## src/rtl/video_pattern_pkg.sv

```systemverilog
// Shared types, palette and mode encodings
// for the video test-pattern generator.
package video_pattern_pkg;

  typedef logic [23:0] rgb_t;

  typedef enum logic [1:0] {
    MODE_BARS  = 2'd0,
    MODE_CHECK = 2'd1,
    MODE_GRAD  = 2'd2,
    MODE_BOX   = 2'd3
  } mode_e;

  typedef enum logic {
    DIR_RIGHT = 1'b0,
    DIR_LEFT  = 1'b1
  } dir_x_e;

  typedef enum logic {
    DIR_DOWN = 1'b0,
    DIR_UP   = 1'b1
  } dir_y_e;

  localparam rgb_t WHITE   = 24'hFFFFFF;
  localparam rgb_t YELLOW  = 24'hFFFF00;
  localparam rgb_t CYAN    = 24'h00FFFF;
  localparam rgb_t GREEN   = 24'h00FF00;
  localparam rgb_t MAGENTA = 24'hFF00FF;
  localparam rgb_t RED     = 24'hFF0000;
  localparam rgb_t BLUE    = 24'h0000FF;
  localparam rgb_t BLACK   = 24'h000000;

  function automatic rgb_t bar_color(
    input logic [2:0] idx
  );
    rgb_t c;
    unique case (idx)
      3'd0: c = WHITE;
      3'd1: c = YELLOW;
      3'd2: c = CYAN;
      3'd3: c = GREEN;
      3'd4: c = MAGENTA;
      3'd5: c = RED;
      3'd6: c = BLUE;
      3'd7: c = BLACK;
    endcase
    return c;
  endfunction

endpackage

```

## src/rtl/video_pattern_gen_if.sv

```systemverilog
// Pixel-position / pattern-output bundle
// between timing driver and pattern source.
interface video_pattern_gen_if;

  logic [10:0] pixel_xpos;
  logic [10:0] pixel_ypos;
  logic [1:0]  mode_req;
  logic [23:0] pixel_data;
  logic [1:0]  mode_cur;
  logic [15:0] frame_cnt;

  modport master (
    output pixel_xpos,
    output pixel_ypos,
    output mode_req,
    input  pixel_data,
    input  mode_cur,
    input  frame_cnt
  );

  modport slave (
    input  pixel_xpos,
    input  pixel_ypos,
    input  mode_req,
    output pixel_data,
    output mode_cur,
    output frame_cnt
  );

endinterface

```

## src/rtl/video_box_mover.sv

```systemverilog
// Two-axis bounce FSM for the bouncing box,
// stepping once per start of frame.
module video_box_mover
  import video_pattern_pkg::*;
#(
  parameter int H_DISP   = 1280,
  parameter int V_DISP   = 720,
  parameter int BOX_SIZE = 64,
  parameter int BOX_STEP = 4
) (
  input  logic        clk,
  input  logic        rst_n,
  input  logic        sof,
  output logic [10:0] box_x,
  output logic [10:0] box_y
);

  localparam logic [11:0] X_MAX = 12'(H_DISP - BOX_SIZE);
  localparam logic [11:0] Y_MAX = 12'(V_DISP - BOX_SIZE);
  localparam logic [11:0] STEP  = 12'(BOX_STEP);
  localparam logic [10:0] STEP11 = 11'(BOX_STEP);

  dir_x_e      dx_q, dx_nxt;
  dir_y_e      dy_q, dy_nxt;
  logic [10:0] x_q, x_nxt;
  logic [10:0] y_q, y_nxt;

  always_ff @(posedge clk or negedge rst_n) begin
    if (!rst_n) begin
      dx_q <= DIR_RIGHT;
      dy_q <= DIR_DOWN;
      x_q  <= '0;
      y_q  <= '0;
    end else begin
      dx_q <= dx_nxt;
      dy_q <= dy_nxt;
      x_q  <= x_nxt;
      y_q  <= y_nxt;
    end
  end

  // The edge-touch position is emitted before the reversal takes effect.
  always_comb begin
    dx_nxt = dx_q;
    x_nxt  = x_q;
    if (sof) begin
      unique case (dx_q)
        DIR_RIGHT:
          if (({1'b0, x_q} + STEP) >= X_MAX) begin
            x_nxt  = X_MAX[10:0];
            dx_nxt = DIR_LEFT;
          end else begin
            x_nxt = x_q + STEP11;
          end
        DIR_LEFT:
          if ({1'b0, x_q} <= STEP) begin
            x_nxt  = '0;
            dx_nxt = DIR_RIGHT;
          end else begin
            x_nxt = x_q - STEP11;
          end
      endcase
    end
  end

  always_comb begin
    dy_nxt = dy_q;
    y_nxt  = y_q;
    if (sof) begin
      unique case (dy_q)
        DIR_DOWN:
          if (({1'b0, y_q} + STEP) >= Y_MAX) begin
            y_nxt  = Y_MAX[10:0];
            dy_nxt = DIR_UP;
          end else begin
            y_nxt = y_q + STEP11;
          end
        DIR_UP:
          if ({1'b0, y_q} <= STEP) begin
            y_nxt  = '0;
            dy_nxt = DIR_DOWN;
          end else begin
            y_nxt = y_q - STEP11;
          end
      endcase
    end
  end

  always_comb begin
    box_x = x_q;
    box_y = y_q;
  end

endmodule

```

## src/rtl/video_pattern_gen.sv

```systemverilog
// Multi-mode test-pattern source: bars, checker,
// gradient and bouncing box, registered RGB888 out.
module video_pattern_gen
  import video_pattern_pkg::*;
#(
  parameter int H_DISP     = 1280,
  parameter int V_DISP     = 720,
  parameter int BAR_NUM    = 8,
  parameter int CHECK_LOG2 = 5,
  parameter int BOX_SIZE   = 64,
  parameter int BOX_STEP   = 4
) (
  input logic                pixel_clk,
  input logic                rst_n,
  video_pattern_gen_if.slave bus
);

  localparam int BAR_W = H_DISP / BAR_NUM;
  localparam logic [11:0] H_LIM = 12'(H_DISP);
  localparam logic [11:0] V_LIM = 12'(V_DISP);
  localparam logic [11:0] BOX_W = 12'(BOX_SIZE);

  logic        at_origin, at_origin_q, sof;
  mode_e       mode_q, mode_eff;
  logic [15:0] frame_q;
  logic [7:0]  grad_b;
  rgb_t        pix_q, pix_d;
  logic [2:0]  bar_idx;
  logic [10:0] box_x, box_y;
  logic [11:0] xe, ye, bxe, bye;
  logic        active, in_box;

  assign at_origin = (bus.pixel_xpos == '0)
                   && (bus.pixel_ypos == '0);
  assign sof = at_origin & ~at_origin_q;

  video_box_mover #(
    .H_DISP  (H_DISP),
    .V_DISP  (V_DISP),
    .BOX_SIZE(BOX_SIZE),
    .BOX_STEP(BOX_STEP)
  ) u_box (
    .clk  (pixel_clk),
    .rst_n(rst_n),
    .sof  (sof),
    .box_x(box_x),
    .box_y(box_y)
  );

  always_ff @(posedge pixel_clk or negedge rst_n) begin
    if (!rst_n) begin
      at_origin_q <= 1'b0;
      mode_q      <= MODE_BARS;
      frame_q     <= '0;
      pix_q       <= BLACK;
    end else begin
      at_origin_q <= at_origin;
      pix_q       <= pix_d;
      if (sof) begin
        mode_q  <= mode_e'(bus.mode_req);
        frame_q <= frame_q + 16'd1;
      end
    end
  end

  // The SOF pixel already belongs to the new frame.
  assign mode_eff = sof ? mode_e'(bus.mode_req) : mode_q;
  assign grad_b   = sof ? frame_q[7:0] + 8'd1 : frame_q[7:0];

  assign xe  = {1'b0, bus.pixel_xpos};
  assign ye  = {1'b0, bus.pixel_ypos};
  assign bxe = {1'b0, box_x};
  assign bye = {1'b0, box_y};

  assign active = (xe < H_LIM) && (ye < V_LIM);
  assign in_box = (xe >= bxe) && (xe < bxe + BOX_W)
               && (ye >= bye) && (ye < bye + BOX_W);

  always_comb begin
    bar_idx = '0;
    for (int i = 1; i < BAR_NUM; i++) begin
      if (xe >= 12'(i * BAR_W)) bar_idx = 3'(i);
    end
  end

  always_comb begin
    pix_d = BLACK;
    unique case (mode_eff)
      MODE_BARS:
        pix_d = bar_color(bar_idx);
      MODE_CHECK:
        pix_d = (bus.pixel_xpos[CHECK_LOG2]
               ^ bus.pixel_ypos[CHECK_LOG2]) ? BLACK : WHITE;
      MODE_GRAD:
        pix_d = {bus.pixel_xpos[7:0],
                 bus.pixel_ypos[7:0], grad_b};
      MODE_BOX:
        pix_d = in_box ? WHITE : BLUE;
    endcase
    if (!active) pix_d = BLACK;
  end

  assign bus.pixel_data = pix_q;
  assign bus.mode_cur   = mode_q;
  assign bus.frame_cnt  = frame_q;

endmodule
```

## src/flat_wrapper.sv

```systemverilog
// flat-port wrapper written by rule: the top's interface ports become plain ports
module video_pattern_gen_flat import video_pattern_pkg::*;
#(
  parameter int H_DISP     = 1280,
  parameter int V_DISP     = 720,
  parameter int BAR_NUM    = 8,
  parameter int CHECK_LOG2 = 5,
  parameter int BOX_SIZE   = 64,
  parameter int BOX_STEP   = 4
)
  (pixel_clk, rst_n, bus_pixel_xpos, bus_pixel_ypos, bus_mode_req, bus_pixel_data, bus_mode_cur, bus_frame_cnt);
  video_pattern_gen_if bus_i ();
  input logic pixel_clk;
  input logic rst_n;
  input wire logic [$bits(bus_i.pixel_xpos)-1:0] bus_pixel_xpos;
  input wire logic [$bits(bus_i.pixel_ypos)-1:0] bus_pixel_ypos;
  input wire logic [$bits(bus_i.mode_req)-1:0] bus_mode_req;
  output wire logic [$bits(bus_i.pixel_data)-1:0] bus_pixel_data;
  output wire logic [$bits(bus_i.mode_cur)-1:0] bus_mode_cur;
  output wire logic [$bits(bus_i.frame_cnt)-1:0] bus_frame_cnt;
  assign bus_i.pixel_xpos = bus_pixel_xpos;
  assign bus_i.pixel_ypos = bus_pixel_ypos;
  assign bus_i.mode_req = bus_mode_req;
  assign bus_pixel_data = bus_i.pixel_data;
  assign bus_mode_cur = bus_i.mode_cur;
  assign bus_frame_cnt = bus_i.frame_cnt;
  video_pattern_gen #(.H_DISP(H_DISP), .V_DISP(V_DISP), .BAR_NUM(BAR_NUM), .CHECK_LOG2(CHECK_LOG2), .BOX_SIZE(BOX_SIZE), .BOX_STEP(BOX_STEP)) u_core (.pixel_clk(pixel_clk), .rst_n(rst_n), .bus(bus_i));
endmodule
```

## config.mk

```make
export PLATFORM = sky130hd
export DESIGN_NAME = video_pattern_gen_flat
export DESIGN_NICKNAME = d
export VERILOG_FILES = /design/src/rtl/video_pattern_pkg.sv /design/src/rtl/video_pattern_gen_if.sv /design/src/rtl/video_box_mover.sv /design/src/rtl/video_pattern_gen.sv /design/src/flat_wrapper.sv
export SDC_FILE = /design/constraint.sdc
export NUM_CORES = 1
export LEC_CHECK = 0
export ABC_AREA = 1
export BUFFER_PORTS_ARGS = -buffer_cell sky130_fd_sc_hd__buf_2
export CAP_MARGIN = 30
export CORE_MARGIN = 8
export CORE_UTILIZATION = 50
export DETAILED_ROUTE_END_ITERATION = 6
export PLACE_DENSITY = 0.71
export SLEW_MARGIN = 25
export SYNTH_ARGS = -nofsm -noshare
export SYNTH_HDL_FRONTEND = slang
export SYNTH_SLANG_ARGS = --single-unit
```

## constraint.sdc

```tcl
create_clock -name pixel_clk -period 3.3 [get_ports pixel_clk]
set_clock_uncertainty 0.15 [all_clocks]
set_input_delay 0.495 -clock pixel_clk [delete_from_list [all_inputs] [get_ports pixel_clk]]
set_output_delay 0.495 -clock pixel_clk [all_outputs]
set_load 0.05 [all_outputs]
```

==> flow_summary.toml, run 1 <==
[drt]
drt_iter0_drc = 452
routedWlPerCell_um = 14.2
vias_per_cell = 5.21
route.detailed.drc = 0
drtAntennaViolNets = 0
vias = 4572
firstDrtPassIters = 5
wirelength_um = 12500

[cells_and_area]
synthToLayoutAreaGrowth_pct = 11.7
num-fill-cells = 919
final_nets = 805
drive_gt1_share_pct = 15.8
final_core_util_pct = 56.9
n_antenna_cell = 0

[logic_synthesis]
synth_edf_count = 0
ys_seq_elements = 63
syn-cell-area_um2 = 4910
synth_top_flop_cell = "dfrtp_1"
netlist_instances = 677
synthArstFlopShare_pct = 100
synth_cell_types = 42
syn_area_per_cell_um2 = 7.25
synth_warnings = 0
ys_seq_area_share_pct = 32.1
syn_nets = 742

[clocking]
clk_latency_ns = 0.35
htree_levels = 3
cts_buffers = 9
cts_sinks = 63
clock_path_buffers = 2
postCtsSetupBuffers = 0
cts_hold_buffers = 0
cts_tree = "done"
root_buffer = "clkbuf_8"
clk_pin_slew_worst_paths_ns = 0.08
cts_resized = 0

[die]
start_util_pct = 50.9
dieWidth_um = 115
die-area_um2 = 13200
coreArea_um2 = 9640
top_level_ports = 68
num_rows = 36
die_h_um = 115

[setup_path]
cp.arrival_ns = 2.86
r2r_cells = 15
path_buf_inv = 4
path_depth = 15
max_stage_delay_ns = 0.53
path_cells = "inv_1, ha_1, inv_1, ha_1, inv_1, nor2_1, a21oi_1, nand2_1, nand2_1, nand2_1, nor2_1, nand4_4, nand3_1, nand2_1, inv_1"
critPathTopFamily = "simple AND/OR/NAND/NOR gates"
start_kind = "register"
reg2reg_setup_slack_ns = 0.58
end_kind = "register"
reg2reg_to = "u_core.bus.pixel_data[8]"
crit_fanout = 16
cp_data_required_time_ns = 3.45
reg2reg_from = "u_core.u_box.box_y[6]"
crit_type = "register to register"
critPathSlowestCell = "dfrtp_1"

[timing]
hold_violations = 0
drv_slew = 0
worst_slack_ns = 0.584
rsz0062_at_grt = "false"
fin_crit_ns = 2.72
max_freq_ghz = 0.368
tightestPinTransition_ns = 0.728
slew-limit-headroom_pct = 51.5
fin_crit_sh_pct = 82.3
setup_viol = 0
setup_tns_ns = 0

[placed_design]
hpwlAfterDp_um = 9740
gp_congestion = 0.964
preCtsSetupSlack_ns = 0.605
place.port_buffers = 67

[power]
ir_drop_v = 0.000211
leakage_uw = 0.00304
p_per_area_nw_per_um2 = 291
power_uw = 1600

[grt]
grt_pass1_wl_um = 20900
grt_busiest_layer = "met2"
grtUsageMet3_pct = 3.73
grt_use_total_pct = 19.5
met1_usage_pct = 25.3
use_met2_pct = 31.2
grt_start_max_net_pins = 32
grt_pass1_vias = 4392
grt_antenna_before_repair = 0
grt_remaining_overflow = 0

[hold_path]
hold_class = "input pin to asynchronous set/reset pin"

[run_status]
status = "finished, final reports clean"

[job]
drv_cap = 0
flip-flops by register name, indices dropped and copies added (netlist names):
register	cells
u_core.at_origin_q	1
u_core.bus.frame_cnt	16
u_core.bus.mode_cur	2
u_core.bus.pixel_data	24
u_core.u_box.box_x	9
u_core.u_box.box_y	9
u_core.u_box.dx_q	1
u_core.u_box.dy_q	1
layout make-up:
type | instances | area [µm²] | share of cell area, %
multi-input cells | 502 | 2860 | 52.1
flip-flops and latches | 63 | 1580 | 28.7
repair buffers | 71 | 365 | 6.66
inverters | 93 | 349 | 6.36
well taps | 133 | 166 | 3.03
clock buffers | 9 | 124 | 2.26
clock inverters | 7 | 48.8 | 0.889
worst max-delay path by stage:
stage	from	to	slack [ns]
after detailed placement	u_core.u_box.box_y[6]	u_core.bus.pixel_data[8]	0.60
after global routing	u_core.u_box.box_y[6]	u_core.bus.pixel_data[18]	0.37
after floorplan	u_core.u_box.box_x[6]	u_core.bus.pixel_data[13]	0.94
final	u_core.u_box.box_y[6]	u_core.bus.pixel_data[8]	0.58
after CTS	u_core.u_box.box_y[6]	u_core.bus.pixel_data[8]	0.56
after global placement	u_core.u_box.box_y[6]	u_core.bus.pixel_data[19]	0.65
synthesized netlist by cell type, types with 7 or more instances:
cell type / count / share of area (%)
inv_1: 89 / 6.8
nand3_1: 68 / 6.9
o21ai_0: 21 / 2.1
buf_2: 7 / 0.71
a21oi_1: 25 / 2.5
nand3_2: 8 / 1.6
xnor2_1: 7 / 1.2
ha_1: 39 / 9.9
nand2_1: 152 / 12
xor2_1: 33 / 5.9
nor2_1: 87 / 6.6
nor3_1: 9 / 0.92
nand4_1: 10 / 1.3
dfrtp_1: 63 / 32
cells by family after synthesis:
logic type | synth area share, %
simple gates | 33.1
buf+inv | 9.71
compound gates | 8.03
flops | 32.1
xor+xnor | 7.13
fa+ha+maj | 9.94
power by group:
part	switching [µW]	leakage, µW	internal [µW]
Sequential	2.37	0.000810	783
Combinational	141	0.00214	56.0
Clock	343	0.0000894	273
through the flow:
stage / cells / hold WS [ns] / instance area [µm²]
after floorplan: 677 / 0.0494 / 4910
final: 878 / 0.0455 / 5490
after CTS: 878 / 0.0634 / 5490
after detailed placement: 862 / 0.309 / 5320
after global routing: 878 / 0.102 / 5490
after global placement: 862 / 0.300 / 5320
per-layer routing:
metal	up-vias	wire, µm
li1	2286	-
met1	2113	5660
met2	152	5680
met3	21	930
met4	0	232
met5	-	0
cell usage in the layout (no fill, tap or decap), drive strengths merged:
cell type / n
o2bb2ai: 1
nand3b: 2
inv: 93
a22oi: 5
a31oi: 3
xor2: 33
clkbuf: 9
o211ai: 4
nand4: 12
dfrtp: 63
a21o: 2
o21ai: 23
a21oi: 25
and3: 2
buf: 71
nor2: 93
o22ai: 1
or2: 3
clkinv: 6
nand3: 76
o21bai: 2
clkinvlp: 1
o21a: 1
nor3: 10
ha: 39
xnor2: 7
nand2: 158
Note: power is estimated with default switching activity, not from simulation.
==> run 2, diff against run 1 <==
==> constraint.sdc (replaced) <==
create_clock -name pixel_clk -period 2.6 [get_ports pixel_clk]
set_clock_uncertainty 0.15 [all_clocks]
set_input_delay 0.39 -clock pixel_clk [delete_from_list [all_inputs] [get_ports pixel_clk]]
set_output_delay 0.39 -clock pixel_clk [all_outputs]
set_load 0.05 [all_outputs]
==> flow_summary.toml, run 2 (synthesis gave the netlist of run 1 again) <==
[die]
num_rows = 36
dieWidth_um = 115
top_level_ports = 68
die_h_um = 115
die-area_um2 = 13200
start_util_pct = 50.9
coreArea_um2 = 9640

[drt]
drtAntennaViolNets = 0
vias_per_cell = 5.20
vias = 4603
route.detailed.drc = 0
routedWlPerCell_um = 14.1
firstDrtPassIters = 5
drt_iter0_drc = 340
wirelength_um = 12500

[setup_path]
crit_end = "u_core.bus.pixel_data[17]"
path_depth = 11
cp_data_required_time_ns = 2.73
path_cells = "ha_1, nand3_1, xor2_1, ha_1, nand3b_1, nand3_1, nor2_2, nand4_4, nand3_1, nand2_1, inv_1"
r2r_cells = 11
cp.arrival_ns = 2.57
start_kind = "register"
cp_common_cell = "nand3_1"
path_buf_inv = 1
reg2reg_to = "u_core.bus.pixel_data[17]"
end_kind = "register"
max_stage_delay_ns = 0.47
critPathSlowestCell = "dfrtp_2"
reg2reg_setup_slack_ns = 0.17
critPathTopFamily = "simple AND/OR/NAND/NOR gates"
crit_path_start = "u_core.u_box.box_y[6]"
crit_fanout = 8
crit_type = "register to register"
reg2reg_from = "u_core.u_box.box_y[6]"

[grt]
grt_remaining_overflow = 0
grt_start_max_net_pins = 41
grt_use_total_pct = 19.4
grt_antenna_before_repair = 0
grt_pass1_wl_um = 20700
grt_pass1_vias = 4423

[placed_design]
hpwlAfterDp_um = 9520
place.port_buffers = 67
gp_congestion = 0.944

[cells_and_area]
final_nets = 813
n_antenna_cell = 0
synthToLayoutAreaGrowth_pct = 14.8
largest_reg_flops = 24
drive_gt1_share_pct = 17.4
num-fill-cells = 930
layout_commonest_cell = "nand2_1"
final_core_util_pct = 58.5
layout_common_cells = "152 x nand2_1, 89 x inv_1, 85 x nor2_1"

[run_status]
status = "finished, final reports clean"

[clocking]
clk_pin_slew_worst_paths_ns = 0.07
root_buffer = "clkbuf_8"
clock_path_buffers = 2
cts_sinks = 63
cts_tree = "done"
clk_latency_ns = 0.36
cts_buffers = 9
htree_levels = 3

[timing]
slew-limit-headroom_pct = 57.4
fin_crit_ns = 2.43
max_freq_ghz = 0.411
hold_violations = 0
setup_viol = 0
setup_tns_ns = 0
tightestPinTransition_ns = 0.639
fin_crit_sh_pct = 93.6
drv_slew = 0

[power]
ir_drop_v = 0.000183
leakage_uw = 0.00310
p_per_area_nw_per_um2 = 382

[job]
drv_cap = 0

[hold_path]
hold_class = "input pin to register"
run 2: cell count changes in the layout (fill, tap and decap cells not counted), sizes merged:
| cell | delta |
|---|---|
| buf | +6 |
| clkinv | -3 |
| bufinv | +1 |
| clkbuf | +1 |
| clkinvlp | +1 |
| dlygate4sd3 | +1 |
| nand4 | +1 |
run 2: worst min-delay path, stage by stage:
cell and delay, ns:
buf_2 0.09, nand3_1 0.07, nand3_1 0.08, nand2_1 0.05, inv_1 0.04
run 2: layout make-up:
cell class              count  area [µm²]  area share [%]
multi-input cells         503        2890            51.3
flip-flops and latches     63        1580            28.1
repair buffers             78         445            7.90
inverters                  93         349            6.19
well taps                 133         166            2.95
clock buffers              10         138            2.44
clock inverters             6        67.6            1.20
run 2: through the flow:
stage / hold WS [ns] / total power (µW) / worst slack, ns / cells / instance area (µm²)
floorplan: -0.0556 / 1170 / 0.235 / 677 / 4910
global placement: 0.301 / 1260 / 0.160 / 866 / 5370
detailed placement: 0.302 / 1270 / 0.0599 / 866 / 5370
CTS: 0.233 / 2170 / 0.0346 / 883 / 5590
global route: 0.283 / 2250 / -0.0193 / 886 / 5640
finish: 0.244 / 2150 / 0.167 / 886 / 5640
run 2: per-layer routing:
| layer | wire length [µm] | vias to the layer above | share of wire, % | GRT usage (%) |
|---|---|---|---|---|
| met5 | 0 | - | 0 | 0 |
| met1 | 5580 | 2133 | 45 | 24.6 |
| met4 | 177 | 0 | 1.4 | 6.83 |
| li1 | - | 2316 | - | - |
| met3 | 816 | 18 | 6.5 | 3.62 |
| met2 | 5920 | 136 | 47 | 32.2 |
run 2: how the worst min path moves through the flow:
stage	end	depth (start not counted)	slack (ns)	start
CTS	u_core.bus.pixel_data[9]	5	0.23	bus_pixel_ypos[1]
global route	u_core.bus.pixel_data[16]	5	0.28	bus_pixel_xpos[0]
floorplan	u_core.at_origin_q	0	-0.06	rst_n
detailed placement	u_core.u_box.box_x[7]	1	0.30	rst_n
global placement	u_core.u_box.box_x[6]	1	0.30	rst_n
finish	u_core.bus.pixel_data[9]	5	0.24	bus_pixel_ypos[1]
run 2: power breakdown:
| group | switching (µW) | total (µW) | internal (µW) |
|---|---|---|---|
| Clock | 426 | 898 | 472 |
| Combinational | 183 | 258 | 74.3 |
| Sequential | 3.05 | 997 | 993 |
run 2: timing repair:
action	in CTS	in global routing
endpoints found under the hold margin	23	0
gates resized for setup	0	9
setup buffers	0	2
hold buffers	1	0
setup endpoints to repair	0	20
==> run 3, diff against run 2 <==
--- a/config.mk
+++ b/config.mk
@@ -6,11 +6,12 @@
 export NUM_CORES = 1
 export LEC_CHECK = 0
 export ABC_AREA = 1
-export BUFFER_PORTS_ARGS = -buffer_cell sky130_fd_sc_hd__buf_2
+export BUFFER_PORTS_ARGS = -buffer_cell sky130_fd_sc_hd__buf_4
 export CAP_MARGIN = 30
 export CORE_MARGIN = 8
 export CORE_UTILIZATION = 50
 export DETAILED_ROUTE_END_ITERATION = 6
+export GPL_ROUTABILITY_DRIVEN = 0
 export PLACE_DENSITY = 0.71
 export SLEW_MARGIN = 25
 export SYNTH_ARGS = -nofsm -noshare
==> flow_summary.toml, run 3 (synthesis gave the netlist of run 1 again) <==
[power]
p_per_area_nw_per_um2 = 392
power_uw = 2280
leakage_uw = 0.00311
ir_drop_v = 0.000214

[cells_and_area]
largest_reg_flops = 24
layout_common_cells = "152 x nand2_1, 87 x inv_1, 84 x nor2_1"
drive_gt1_share_pct = 17.7
finish.instance_area_um2 = 5800
n_antenna_cell = 0
num-fill-cells = 895
final_nets = 810
synthToLayoutAreaGrowth_pct = 18.2
layout_commonest_cell = "nand2_1"

[setup_path]
reg2reg_setup_slack_ns = 0.21
crit_type = "register to register"
cp.arrival_ns = 2.53
start_kind = "register"
end_kind = "register"
cp_data_required_time_ns = 2.74
crit_path_start = "u_core.u_box.box_x[8]"
reg2reg_from = "u_core.u_box.box_x[8]"
crit_fanout = 8

[die]
die-area_um2 = 13200
dieWidth_um = 115
num_rows = 36
start_util_pct = 50.9
coreArea_um2 = 9640
die_h_um = 115
top_level_ports = 68

[grt]
grt_use_total_pct = 19.3
grt_antenna_before_repair = 0
grt_pass1_wl_um = 20600
grt_pass1_vias = 4357
grt_start_max_net_pins = 64
grt_remaining_overflow = 0

[clocking]
cts_hold_buffers = 0
htree_levels = 3
clk_latency_ns = 0.36
cts_sinks = 63
clk_pin_slew_worst_paths_ns = 0.08
clock_path_buffers = 2
cts_buffers = 9
root_buffer = "clkbuf_8"
cts_tree = "done"

[timing]
fin_crit_ns = 2.39
setup_tns_ns = 0
rsz0062_at_grt = "true"
hold_violations = 40
drv_slew = 0
fin_hold_ws_ns = -0.0413
worst_slack_ns = 0.208
setup_viol = 0
tightestPinTransition_ns = 0.809
max_freq_ghz = 0.418
slew-limit-headroom_pct = 46.0
fin_crit_sh_pct = 92.0

[drt]
drt_iter0_drc = 326
vias_per_cell = 5.22
vias = 4610
routedWlPerCell_um = 14.0
drtAntennaViolNets = 0
wirelength_um = 12400
route.detailed.drc = 0
firstDrtPassIters = 5

[hold_path]
hold_class = "input pin to asynchronous set/reset pin"

[placed_design]
place.port_buffers = 67
hpwlAfterDp_um = 9520
preCtsSetupSlack_ns = 0.101
placed_cell_area_um2 = 5520

[run_status]
status = "complete, but fails checks"
violations = "hold timing"

[job]
drv_cap = 0
run 3: through the flow:
step | std cells | utilization (%)
floorplan | 677 | -
global placement | 865 | 57.2
detailed placement | 865 | 57.2
CTS | 881 | 59.6
global route | 883 | 60.2
finish | 883 | 60.2
run 3: routing by layer:
metal	wire length, µm	global-route usage (%)
met5	0	0
met2	5920	32.7
met3	688	3.31
met1	5560	24.0
met4	223	7.44
run 3: repair_timing:
action	4_1_cts	5_1_grt
setup endpoints to repair	0	18
resized for setup	0	13
setup buffers	0	1
run 3: layout make-up:
cell class	count	area, µm²	share of cell area (%)
Clock inverter	6	92.6	1.60
Tap cell	133	166	2.87
Clock buffer	10	138	2.37
Timing Repair Buffer	75	576	9.92
Sequential cell	63	1580	27.2
Multi-Input combinational cell	503	2900	50.0
Inverter	93	349	6.01
run 3: final timing paths:
kind | to | cells past startpoint
max in group asynchronous | u_core.u_box.box_y[7] | 1
worst min-delay path | u_core.bus.pixel_data[16] | 1
min in group pixel_clk | u_core.bus.pixel_data[16] | 5
worst max register to register | u_core.bus.pixel_data[17] | 12
worst min register to register | u_core.bus.frame_cnt[15] | 1
worst max-delay path | u_core.bus.pixel_data[17] | 12
run 3: critical path: stages (launching register included):
cell      delay, ns
dfrtp_2        0.44
nand2_1        0.11
nor2_2         0.13
xor2_1         0.18
ha_1           0.26
a21oi_1        0.17
nand3b_1       0.12
nand3_1        0.15
nor2_4         0.21
nand4_4        0.18
nand3_1        0.12
nand2_1        0.05
inv_1          0.05
run 3: report_power, final:
group | internal, µW | switching, µW | leakage, µW
clock network | 571 | 435 | 0.000109
logic | 91.1 | 183 | 0.00219
registers | 994 | 3.63 | 0.000806
total | 1660 | 622 | 0.00311
